`src/rtl/regset_pkg.sv`:
```
// Shared types for the regset_sb register set: word/regnum, the sweep FSM states, port limits.
// REGISTER_COUNT may be predefined by the build; it falls back to 32 architectural registers.
`ifndef REGISTER_COUNT
`define REGISTER_COUNT 32
`endif

package regset_pkg;
    localparam int WORD_W                = 32;
    localparam int REGSET_MAX_READ_PORTS = 4;
    localparam int REGSET_DEFAULT_COUNT  = `REGISTER_COUNT;

    typedef logic [WORD_W-1:0]                       word;
    typedef logic [$clog2(REGSET_DEFAULT_COUNT)-1:0] regnum;

    typedef enum logic {
        INIT  = 1'b0,
        READY = 1'b1
    } regset_state_e;
endpackage

```
`src/rtl/regset_sb_scoreboard.sv`:
```
// Pending-write scoreboard: one bit per register, set on issue, cleared on writeback or flush.
// busy_count is the registered popcount of the pending vector, updated on the same edge.
module regset_sb_scoreboard
    import regset_pkg::*;
#(
    parameter int RegisterCount = `REGISTER_COUNT,
    parameter int CountW        = $clog2(RegisterCount) + 1
) (
    input  logic                     clk,
    input  logic                     res,
    input  logic                     en,
    input  logic                     issue_en,
    input  regnum                    issue_reg,
    input  logic                     wr_en,
    input  regnum                    wr_reg,
    input  logic                     flush,
    output logic [RegisterCount-1:0] pending,
    output logic [CountW-1:0]        busy_count
);
    localparam int IdxW = $clog2(RegisterCount);

    logic [RegisterCount-1:0] pending_d;
    logic [CountW-1:0]        count_d;

    // Order matters: flush, then writeback clear, then issue set, so issue wins collisions.
    always_comb begin
        pending_d = pending;
        if (en) begin
            if (flush)
                pending_d = '0;
            if (wr_en && wr_reg != '0)
                pending_d[wr_reg[IdxW-1:0]] = 1'b0;
            if (issue_en && issue_reg != '0)
                pending_d[issue_reg[IdxW-1:0]] = 1'b1;
        end
    end

    always_comb begin
        count_d = '0;
        for (int i = 0; i < RegisterCount; i++)
            count_d = count_d + CountW'(pending_d[i]);
    end

    always_ff @(posedge clk or posedge res) begin
        if (res) begin
            pending    <= '0;
            busy_count <= '0;
        end else begin
            pending    <= pending_d;
            busy_count <= count_d;
        end
    end
endmodule

```
`src/rtl/regset_sb.sv`:
```
// Register set with N read ports, pending-write scoreboard and a post-reset clear sweep.
// Defining REGSET_BYPASS_EN forwards same-cycle writeback data to matching read ports.
module regset_sb
    import regset_pkg::*;
#(
    parameter int RegisterCount = `REGISTER_COUNT,
    parameter int ReadPorts     = 2
) (
    input  logic                             clk,
    input  logic                             res,
    input  regnum                            rd_reg     [ReadPorts],
    output word                              rd_data    [ReadPorts],
    output logic                             rd_busy    [ReadPorts],
    input  logic                             wr_en,
    input  regnum                            wr_reg,
    input  word                              wr_data,
    input  logic                             issue_en,
    input  regnum                            issue_reg,
    input  logic                             flush,
    output logic                             ready,
    output logic [$clog2(RegisterCount):0]   busy_count,
    output regset_state_e                    dbg_state
);
    localparam int IdxW = $clog2(RegisterCount);

    regset_state_e            state_q, state_d;
    logic [IdxW-1:0]          idx_q, idx_d;
    logic [RegisterCount-1:0] pending;
    word                      regs [1:RegisterCount-1];

    assign ready     = (state_q == READY);
    assign dbg_state = state_q;

    always_ff @(posedge clk or posedge res) begin
        if (res) begin
            state_q <= INIT;
            idx_q   <= IdxW'(1);
        end else begin
            state_q <= state_d;
            idx_q   <= idx_d;
        end
    end

    always_comb begin
        state_d = state_q;
        idx_d   = idx_q;
        if (state_q == INIT) begin
            idx_d = idx_q + IdxW'(1);
            if (idx_q == IdxW'(RegisterCount - 1))
                state_d = READY;
        end
    end

    // Storage has no reset; the sweep rewrites every entry before ready rises.
    always_ff @(posedge clk) begin
        if (state_q == INIT)
            regs[idx_q] <= '0;
        else if (wr_en && wr_reg != '0)
            regs[wr_reg[IdxW-1:0]] <= wr_data;
    end

    regset_sb_scoreboard #(
        .RegisterCount(RegisterCount)
    ) u_scoreboard (
        .clk       (clk),
        .res       (res),
        .en        (ready),
        .issue_en  (issue_en),
        .issue_reg (issue_reg),
        .wr_en     (wr_en),
        .wr_reg    (wr_reg),
        .flush     (flush),
        .pending   (pending),
        .busy_count(busy_count)
    );

    always_comb begin
        for (int p = 0; p < ReadPorts; p++) begin
            rd_data[p] = '0;
            rd_busy[p] = 1'b0;
            if (ready && rd_reg[p] != '0) begin
                rd_data[p] = regs[rd_reg[p][IdxW-1:0]];
                rd_busy[p] = pending[rd_reg[p][IdxW-1:0]];
`ifdef REGSET_BYPASS_EN
                if (wr_en && wr_reg != '0 && rd_reg[p] == wr_reg) begin
                    rd_data[p] = wr_data;
                    rd_busy[p] = issue_en && (issue_reg == wr_reg);
                end
`endif
            end
        end
    end
endmodule

```
`config.mk`:
```
export PLATFORM = sky130hd
export DESIGN_NAME = regset_sb
export DESIGN_NICKNAME = d
export VERILOG_FILES = /design/src/rtl/regset_pkg.sv /design/src/rtl/regset_sb_scoreboard.sv /design/src/rtl/regset_sb.sv
export SDC_FILE = /design/constraint.sdc
export NUM_CORES = 1
export LEC_CHECK = 0
export CAP_MARGIN = 10
export CORE_MARGIN = 2
export CORE_UTILIZATION = 50
export DETAILED_ROUTE_END_ITERATION = 8
export PLACE_DENSITY = 0.73
export SETUP_SLACK_MARGIN = 0.15
export SLEW_MARGIN = 20
export SYNTH_ARGS = -nofsm -noshare
export SYNTH_HDL_FRONTEND = slang
export SYNTH_HIERARCHICAL = 1
export SYNTH_SLANG_ARGS = --single-unit
```
`constraint.sdc`:
```
create_clock -name clk -period 7.5 [get_ports clk]
set_input_delay 1.125 -clock clk [delete_from_list [all_inputs] [get_ports clk]]
set_output_delay 1.125 -clock clk [all_outputs]
set_load 0.01 [all_outputs]
```
==> flow_metrics.env <==
export IMPL_status="finished, final reports clean"
export IMPL_drt_initial_drc_count=4817
export IMPL_finalPower_mw=12.7
export IMPL_dieArea_um2=102000
export IMPL_cp_max_fo=14
export IMPL_power_leakage_nw=19.4
export IMPL_critical_path_cell_chain="clkdlybuf4s50_1 > and4b_1 > nand2_1 > a32oi_1 > fa_1 > fa_1 > inv_1 > fa_1 > inv_1 > fa_1 > fa_1 > inv_1 > fa_1 > ha_1 > inv_1 > fa_1 > nand2b_1 > a21oi_1 > xor2_1"
export IMPL_cap_violations=0
export IMPL_cp_arrival_ns=7.20
export IMPL_drive_gt1_share_pct=29.3
export IMPL_clk_latency_ns=0.70
export IMPL_synth_ff_type="edfxtp_1"
export IMPL_ys_warn_count=6
export IMPL_setup_viol=0
export IMPL_htreeDepth=3
export IMPL_vdd_drop_max_mv=0.201
export IMPL_grt_pass1_wl_um=219000
export IMPL_post_cts_buffers=0
export IMPL_hold_buffers=0
export IMPL_clkSlewWorstSetupHoldPaths_ns=0.06
export IMPL_cts_tree="done"
export IMPL_wire_per_inst_um=36.8
export IMPL_fin_nets=2858
export IMPL_cts_buffer_depth=3
export IMPL_skew_ns=0.0247
export IMPL_grt_max_degree=80
export IMPL_place_ws_ns=0.253
export IMPL_tns_ns=0
export IMPL_slowest_stage="clkdlybuf4s50_1"
export IMPL_worst_pin_slew_ns=1.18
export IMPL_worst_setup_path_end_kind="register"
export IMPL_fmax_mhz=152
export IMPL_slew_viol_final=0
export IMPL_grt_pass1_vias=31100
export IMPL_io_pins=131
export IMPL_grt_usage_pct=29.9
export IMPL_syn_inst=2636
export IMPL_synth_seq_cells=1036
export IMPL_final_setup_worst_slack_ns=0.908
export IMPL_path_buf_inv=5
export IMPL_core_area_um2=98300
export IMPL_worst_setup_path_start_kind="input port"
export IMPL_synthArstFlopShare_pct=4.25
export IMPL_vias_per_cell=7.38
export IMPL_vias=30500
export IMPL_layout_min_cycle_time_ns=6.59
export IMPL_crit_top_cell="fa_1"
export IMPL_stdcell_area_um2=55900
export IMPL_ant_nets=0
export IMPL_hold_path_class="register to register"
export IMPL_synth_nets=2726
export IMPL_path_class="input port to register"
export IMPL_antenna_cells=0
export IMPL_synth_edf_count=992
export IMPL_cts_root_buf="clkbuf_16"
export IMPL_placed_cell_area_um2=52500
export IMPL_max_slew_margin_rel_pct=21.0
export IMPL_cp_top_family="adder cells"
export IMPL_fin_crit_sh_pct=87.9
export IMPL_syn_area_um2=49500
export IMPL_required_ns=8.10
export IMPL_rsz0062_at_grt="no"
export IMPL_cts_resized_gates=0
export IMPL_initial_utilization_pct=50.4
export IMPL_die_width_um=319
export IMPL_hold_viol=0
export IMPL_cts_sink_count=1036
export IMPL_ys_seq_area_share_pct=62.4
export IMPL_synth_cell_types=60
export IMPL_dr_pass1_iters=5
export IMPL_grt_antenna_before_repair=5
export IMPL_drt_total_wl_um=152000
export IMPL_syn2layout_area_growth_pct=13.1
export IMPL_drc=0
export IMPL_portBuffers=130
export IMPL_cpPeakStageDelay_ns=0.73
export IMPL_overflow=0
export IMPL_place_hpwl_um=87600
export IMPL_power_density_nw_per_um2=226
export IMPL_place_congestion=0.878
export IMPL_syn_area_per_cell_um2=18.8
export IMPL_fp_dieH_um=319
export IMPL_num_rows=115
export IMPL_cts_buffers=101
==> worst paths after layout <==
check	startpoint	endpoint	slack, ns	depth (start not counted)
worst max-delay path	wr_en	u_scoreboard/busy_count[4]	0.91	19
worst min-delay path	idx_q[0]	idx_q[0]	0.54	1
worst max register to register	dbg_state	u_scoreboard/busy_count[4]	1.49	18
worst min register to register	idx_q[0]	idx_q[0]	0.54	1
max in group asynchronous	res	u_scoreboard/pending[27]	6.25	3
min in group asynchronous	res	idx_q[1]	0.69	2
==> area by class of cell <==
class,instances,area [um^2]
fillers,7163,42300
clock buffers,114,2620
clock inverters,71,721
well taps,1287,1610
multi-input cells,1345,17600
flip-flops and latches,1036,30900
repair buffers,252,2420
inverters,32,120
==> logic make-up (layout without fill, tap and decap cells) <==
logic type      after synthesis  after routing  share of synthesized area (%)
buf+inv                     255            469                           2.63
compound gates              403            403                           6.63
simple gates                235            235                           2.44
fa+ha+maj                    33             33                           1.20
flops                      1036           1036                           62.4
mux                         668            668                           24.6
xor+xnor                      6              6                          0.106
==> power by group <==
part	total [mW]	switching, mW	internal [mW]
Combinational	1.09	0.661	0.430
Clock	5.20	2.21	2.99
Sequential	6.38	0.0125	6.37
Total	12.7	2.88	9.78
==> metal layers <==
metal  GRT usage (%)  vias to the layer above  routed length [um]
met5               0                        -                  38
met4            12.8                        6                6560
met3            6.40                      417               18900
met2            46.7                     2487               72100
met1            41.0                    16000               54500
li1                -                    11600                   -
==> synthesized netlist by cell type, types with 8 or more instances <==
cell / number / area share, %
o221ai_1: 33 / 0.58
nor2_1: 58 / 0.44
buf_2: 72 / 0.73
mux4_2: 430 / 20
fa_1: 24 / 0.97
a311oi_1: 24 / 0.42
dfrtp_1: 43 / 2.2
buf_4: 28 / 0.42
mux2_2: 69 / 1.6
a221oi_1: 57 / 1.0
buf_6: 20 / 0.46
clkbuf_1: 93 / 0.71
a32o_1: 31 / 0.63
a211oi_1: 73 / 1.1
ha_1: 9 / 0.23
a22o_1: 33 / 0.58
buf_1: 10 / 0.076
nand2_1: 39 / 0.30
nor3_1: 29 / 0.29
o22a_1: 32 / 0.57
edfxtp_1: 992 / 60
a21oi_1: 13 / 0.13
and2_1: 35 / 0.44
mux2i_1: 168 / 3.4
o21ai_1: 15 / 0.15
a22oi_1: 33 / 0.50
o21ai_0: 19 / 0.19
nor2b_1: 9 / 0.11
a32oi_1: 20 / 0.35
nand3_1: 25 / 0.25
inv_1: 32 / 0.24
a221o_1: 8 / 0.16
==> stage by stage <==
stage | utilization (%) | hold slack, ns | std cells
floorplan | - | 0.504 | 2636
global placement | 53.4 | 0.518 | 3948
detailed placement | 53.5 | 0.531 | 3949
CTS | 56.9 | 0.539 | 4134
global route | 56.9 | 0.572 | 4137
finish | 56.9 | 0.541 | 4137
==> cell usage in the layout, fill, tap and decap left out, types with 23 or more instances in the layout <==
master and n:
nand2_1 39, o22a_1 32, mux2i_1 168, clkinv_1 24
mux2_2 69, nor2_1 50, clkdlybuf4s50_1 122, fa_1 24
a22o_1 33, edfxtp_1 992, buf_4 108, clkbuf_16 103
a32o_1 31, mux4_2 430, a211oi_1 73, inv_1 32
dfrtp_1 42, clkinv_2 23, a22oi_1 33, o221ai_1 33
nand3_1 24, and2_1 33, a221oi_1 57, a311oi_1 24
==> sequential cells by signal, indices dropped and copies added, names as in the netlist <==
name,flops
regs,992
u_scoreboard/pending,32
u_scoreboard/busy_count,6
idx_q,5
dbg_state,1
Power figures use the tool's default switching activity.
